## src/rtl/instr_mem_loader.sv

```systemverilog
// Instruction memory loader: packs a little-endian byte stream into words, writes them from address 0
// and holds the CPU in reset until the load completes. Optional trailing checksum: LOADER_CHECKSUM_EN.
module instr_mem_loader #(
    parameter int ADDR_W = 8,
    parameter int DATA_W = 32
) (
    input  logic              clk,
    input  logic              reset,
    input  logic              start,
    input  logic              in_valid,
    input  logic [7:0]        in_data,
    output logic              in_ready,
    output logic [ADDR_W-1:0] mem_address,
    output logic [DATA_W-1:0] mem_data,
    output logic              mem_wren,
    output logic              cpu_hold,
    output logic              busy,
    output logic              done,
    output logic              error
);
    localparam int BYTES = DATA_W / 8;
    localparam int IDX_W = (BYTES > 1) ? $clog2(BYTES) : 1;
    localparam int CNT_W = ADDR_W + 1;
    localparam int DEPTH = 1 << ADDR_W;
    localparam logic [IDX_W-1:0] LAST_IDX = IDX_W'(BYTES - 1);

    typedef enum logic [2:0] {IDLE, LEN, DATA, WRITE, CHK, DONE, ERR} state_t;

    state_t           state, state_next;
    logic [IDX_W-1:0] byte_idx;
    logic [CNT_W-1:0] word_cnt, word_total;
    logic             accept, last_word, can_start;

    // Length byte 0 means a full memory; larger counts are clamped to the memory depth.
    function automatic logic [CNT_W-1:0] words_of(input logic [7:0] len);
        int n;
        n = (len == 8'd0) ? 256 : int'(len);
        if (n > DEPTH) n = DEPTH;
        return CNT_W'(n);
    endfunction

    assign accept    = in_valid && in_ready;
    assign last_word = ((word_cnt + CNT_W'(1)) == word_total);
    assign can_start = start && ((state == IDLE) || (state == DONE) || (state == ERR));

`ifdef LOADER_CHECKSUM_EN
    logic [7:0] sum;
    logic [7:0] chk_total;
    logic       error_r;

    assign chk_total = sum + in_data;
    assign error     = error_r;
`else
    assign error = 1'b0;
`endif

    always_comb begin
        state_next = state;
        case (state)
            IDLE, DONE, ERR: if (can_start) state_next = LEN;
            LEN:             if (accept) state_next = DATA;
            DATA:            if (accept && (byte_idx == LAST_IDX)) state_next = WRITE;
            WRITE: begin
                if (last_word) begin
`ifdef LOADER_CHECKSUM_EN
                    state_next = CHK;
`else
                    state_next = DONE;
`endif
                end else begin
                    state_next = DATA;
                end
            end
`ifdef LOADER_CHECKSUM_EN
            CHK:             if (accept) state_next = (chk_total == 8'd0) ? DONE : ERR;
`else
            CHK:             state_next = DONE;
`endif
            default:         state_next = IDLE;
        endcase
    end

    always_ff @(posedge clk or posedge reset) begin
        if (reset) begin
            state       <= IDLE;
            in_ready    <= 1'b0;
            mem_address <= '0;
            mem_data    <= '0;
            mem_wren    <= 1'b0;
            cpu_hold    <= 1'b1;
            busy        <= 1'b0;
            done        <= 1'b0;
            byte_idx    <= '0;
            word_cnt    <= '0;
            word_total  <= '0;
        end else begin
            state    <= state_next;
            // Status outputs are registered decodes of the state being entered.
            in_ready <= (state_next == LEN) || (state_next == DATA) || (state_next == CHK);
            mem_wren <= (state_next == WRITE);
            busy     <= (state_next == LEN) || (state_next == DATA) ||
                        (state_next == WRITE) || (state_next == CHK);
            done     <= (state_next == DONE);
            cpu_hold <= (state_next != DONE);

            if (can_start) begin
                byte_idx    <= '0;
                word_cnt    <= '0;
                mem_address <= '0;
            end
            if (accept && (state == LEN)) word_total <= words_of(in_data);
            if (accept && (state == DATA)) begin
                mem_data[int'(byte_idx)*8 +: 8] <= in_data;
                byte_idx <= (byte_idx == LAST_IDX) ? '0 : byte_idx + 1'b1;
            end
            // Address stays on the last word so it never points past N-1.
            if (state == WRITE) begin
                word_cnt <= word_cnt + CNT_W'(1);
                if (!last_word) mem_address <= mem_address + ADDR_W'(1);
            end
        end
    end

`ifdef LOADER_CHECKSUM_EN
    always_ff @(posedge clk or posedge reset) begin
        if (reset) begin
            sum     <= 8'd0;
            error_r <= 1'b0;
        end else begin
            error_r <= (state_next == ERR);
            if (can_start) sum <= 8'd0;
            else if (accept && ((state == LEN) || (state == DATA))) sum <= sum + in_data;
        end
    end
`endif

endmodule

```

## config.mk

```make
export PLATFORM = sky130hd
export DESIGN_NAME = instr_mem_loader
export DESIGN_NICKNAME = d
export VERILOG_FILES = /design/src/rtl/instr_mem_loader.sv
export SDC_FILE = /design/constraint.sdc
export NUM_CORES = 1
export LEC_CHECK = 0
export CAP_MARGIN = 15
export CORE_UTILIZATION = 48
export DETAILED_ROUTE_END_ITERATION = 7
export PLACE_DENSITY_LB_ADDON = 0.08
export RECOVER_POWER = 100
export SYNTH_ARGS = -nofsm -noshare
export SYNTH_HDL_FRONTEND = slang
export SYNTH_SLANG_ARGS = --single-unit
export TNS_END_PERCENT = 1
```

## constraint.sdc

```tcl
create_clock -name clk -period 2.5 [get_ports clk]
set_input_delay 0.75 -clock clk [delete_from_list [all_inputs] [get_ports clk]]
set_output_delay 0.75 -clock clk [all_outputs]
set_load 0.005 [all_outputs]
```

==> flow_summary.yaml, run 1 <==
synth:
  postSynth.topFlopCell: "sky130_fd_sc_hd__dfrtp_1"
  area_share_of_fa_ha_maj_cells_after_synthesis: 0.03211
  synth-edff-count: 0
  synth.top_cell.area_share: 0.4889
  yosys-top-cells-area: "sky130_fd_sc_hd__dfrtp_1 49%, sky130_fd_sc_hd__nand2_1 10%, sky130_fd_sc_hd__o21ai_0 7.6%"
  synth_seq_cells: 68
  synth-xor-area-share: 0.03356
  syn_area_um2: 3430
  synth.area.mux_share: 0.04633
  yosys.area_share.simple: 0.1941
  synth_commonest_cells: "92 x sky130_fd_sc_hd__nand2_1, 67 x sky130_fd_sc_hd__dfrtp_1, 52 x sky130_fd_sc_hd__o21ai_0"
  yosys_warnings: 0
  synth_top_family_by_area: "simple AND/OR/NAND/NOR gates"
  netlist_instances: 365
  synth_compound_gate_area_share: 0.1554
  synth_async_sr_flop_share: 1.000
  yosysMostFrequentCell: "sky130_fd_sc_hd__nand2_1"
  postSynthAreaPerCell_um2: 9.396
  synth.net_count: 385
  synth_area_leader_cell: "sky130_fd_sc_hd__dfrtp_1"
  synth_seq_area_share: 0.4965
  yosysUniqueCellTypes: 53
clock_tree:
  cts_repair_resize_count: 0
  ctsRootBufferMaster: "sky130_fd_sc_hd__clkbuf_8"
  clock_path_buffers: 2
  clk_pin_slew_ps: 70
  cts_hold_buffers: 0
  tritoncts: "done"
  clkLatencyLatePin_ps: 350
  cts_post_setup_buffers_inserted: 0
  cts_inserted_buffers: 9
  h-tree-depth: 3
  clock_sinks: 68
placed_design:
  post-dp-hpwl_mm: 5.461
  port_buffers: 56
  gp_congestion: 0.7479
setup_path:
  arrival_ps: 2600
  worst_setup_path_end_kind: "flip-flop"
  startpoint_type: "flip-flop"
  cp_max_fo: 10
  setup.worst_path.class: "reg2reg"
  cp_data_required_time_ps: 2770
route:
  via_per_inst: 5.249
  post_drt_wl_per_cell_um: 14.76
  aggregate_routed_wire_length_mm: 7.764
  drt.antenna.violating_nets: 0
  drc: 0
  routed-via-count: 2761
  drtPass1Iterations: 4
  first_iter_violations: 103
final_layout:
  layout.filler_cells: 589
  drive_above_1_share: 0.09767
  antenna-diode-count: 0
  flow.area_growth_from_synthesis_pct: 24.48
  layout.nets: 445
power:
  pwr-share-seq: 0.406
  vdd.ir_drop.worst_mv: 0.4771
  power_density_nw_per_um2: 1050
  power_leakage_nw: 1.958
  p_int_mw: 2.828
  comb_power_share: 0.386
  p_switching_mw: 1.653
  switching_share: 0.3690
  finalPower_mw: 4.481
  clockPowerShare: 0.208
floorplan:
  dieArea_um2: 7487
  die_w_um: 86.53
  pin_count: 58
  initial_core_util: 0.5020
  row_count: 30
  floorplan.die.height_um: 86.53
  placeable_core_region_um2: 6832
global_routing:
  first_global_vias: 2637
  grt_antenna_before_repair: 0
  track_usage: 0.2301
  grt_remaining_overflow: 0
  grt_max_degree: 33
  grt_pass1_wl_mm: 13.04
timing:
  fin_skew_ps: 8.094
  max-slew-margin-rel: 0.4686
  hold-worst-slack_ps: 472.0
  rsz_0062_raised_after_global_routing: "no"
  final_report_setup_violation_count: 0
  tns_ps: 0
  timing.final.max_slew_violations: 0
  max_freq_mhz: 429.8
  timing.final.hold_violations: 0
  final_min_period_over_clock_period: 0.9307
  period_minus_slack_ps: 2327
  timing_worst_slew_pin_value_ps: 797.1
run_status:
  run_status: "completed"
job:
  maxCapViolCount: 0
worst_hold_path:
  hold_wc_path_type: "reg2reg"
-- registers in the layout, summed over array words and instances (netlist names) --
register	count
word_cnt	9
in_ready	1
byte_idx	2
mem_address	8
mem_wren	1
state	3
word_total	9
mem_data	32
done	1
cpu_hold	1
busy	1
-- final timing paths --
path	to	depth (start not counted)	from	slack, ps
worst min-delay path	mem_data[25]	2	mem_data[25]	470
worst min register to register	mem_data[25]	2	mem_data[25]	470
worst max-delay path	mem_address[6]	7	word_cnt[1]	170
max in group asynchronous	mem_data[17]	3	reset	280
worst max register to register	mem_address[6]	7	word_cnt[1]	170
min in group asynchronous	word_total[7]	2	reset	980
-- layer usage --
metal,routed length (um),GRT usage
met4,82,0.07727
met2,3669,0.3672
met3,280,0.05143
met1,3731,0.3118
met5,0,0
-- final cells by class --
| type | count | area (um2) | area share |
|---|---|---|---|
| flip-flops and latches | 68 | 1703 | 0.3989 |
| multi-input cells | 269 | 1575 | 0.3690 |
| repair buffers | 68 | 634.4 | 0.1486 |
| clock buffers | 12 | 155.1 | 0.03634 |
| well taps | 96 | 120.1 | 0.02814 |
| clock inverters | 4 | 47.55 | 0.01114 |
| inverters | 9 | 33.78 | 0.007913 |
-- power groups by stage --
stage	clock network [mW]	registers [mW]	logic, mW
floorplan	0	1.77	1.07
global placement	0	1.84	1.82
detailed placement	0	1.85	1.86
CTS	0.945	1.83	1.88
global route	1.00	1.88	1.94
finish	0.932	1.82	1.73
-- kinds of logic after synthesis --
group	Yosys count
xor gates and xnor gates	11
other	1
buffers and inverters	28
AOI/OAI and AO/OA	85
and+or+nand+nor	148
muxes	15
DFF	68
adders and majority gates	9
-- stage by stage --
| step | setup slack [ps] | cell area, um2 | util | cells |
|---|---|---|---|---|
| 2_1_floorplan | 40.15 | 3430 | - | 365 |
| 3_3_place_gp | 175.7 | 4125 | 0.6038 | 510 |
| 3_5_place_dp | 138.1 | 4125 | 0.6038 | 510 |
| 4_1_cts | 159.2 | 4328 | 0.6335 | 526 |
| 5_1_grt | 5.210 | 4269 | 0.6249 | 526 |
| 6_report | 173.3 | 4269 | 0.6249 | 526 |
-- placed cells by master (no fill, tap or decap), types with 2 or more instances in the layout --
cell type and instances:
sky130_fd_sc_hd__clkinv_2 2, sky130_fd_sc_hd__a31oi_1 4, sky130_fd_sc_hd__o21ai_1 4, sky130_fd_sc_hd__clkdlybuf4s50_1 9
sky130_fd_sc_hd__and2_1 2, sky130_fd_sc_hd__nor2b_1 2, sky130_fd_sc_hd__nand4_1 3, sky130_fd_sc_hd__nor3_1 8
sky130_fd_sc_hd__clkbuf_2 2, sky130_fd_sc_hd__mux2_2 7, sky130_fd_sc_hd__mux2i_1 8, sky130_fd_sc_hd__xor2_1 5
sky130_fd_sc_hd__nand2b_1 2, sky130_fd_sc_hd__and3_1 2, sky130_fd_sc_hd__nor3b_1 3, sky130_fd_sc_hd__o21ai_0 52
sky130_fd_sc_hd__buf_4 7, sky130_fd_sc_hd__dfrtp_1 67, sky130_fd_sc_hd__clkbuf_1 4, sky130_fd_sc_hd__clkbuf_8 11
sky130_fd_sc_hd__and2_0 2, sky130_fd_sc_hd__nor4_1 4, sky130_fd_sc_hd__o31ai_1 5, sky130_fd_sc_hd__nand3_1 10
sky130_fd_sc_hd__ha_1 8, sky130_fd_sc_hd__nand2_1 92, sky130_fd_sc_hd__dlygate4sd3_1 47, sky130_fd_sc_hd__a21oi_1 4
sky130_fd_sc_hd__a22oi_1 2, sky130_fd_sc_hd__o21a_1 2, sky130_fd_sc_hd__nor2_1 11, sky130_fd_sc_hd__inv_1 9
sky130_fd_sc_hd__xnor2_1 5
-- worst max-delay path: stages (launching register included) --
cell and delay, ps:
sky130_fd_sc_hd__dfrtp_1 440, sky130_fd_sc_hd__ha_1 290, sky130_fd_sc_hd__and3_1 340, sky130_fd_sc_hd__and3_4 270, sky130_fd_sc_hd__xnor2_2 150, sky130_fd_sc_hd__o2111ai_4 280, sky130_fd_sc_hd__o2111ai_2 260, sky130_fd_sc_hd__mux2i_1 210
Note: power is estimated with default switching activity, not from simulation.
==> run 2, diff against run 1 <==
==> constraint.sdc (replaced) <==
create_clock -name clk -period 2.5 [get_ports clk]
set_input_delay 0.75 -clock clk [delete_from_list [all_inputs] [get_ports clk]]
set_output_delay 0.75 -clock clk [all_outputs]
set_load 0.01 [all_outputs]
==> results of run 2 <==
The final DEF is identical to that of run 1. Status: completed.
Among the figures that moved: total power 4.481 mW -> 4.589 mW; worst IR drop on VDD 0.4771 mV -> 0.4774 mV
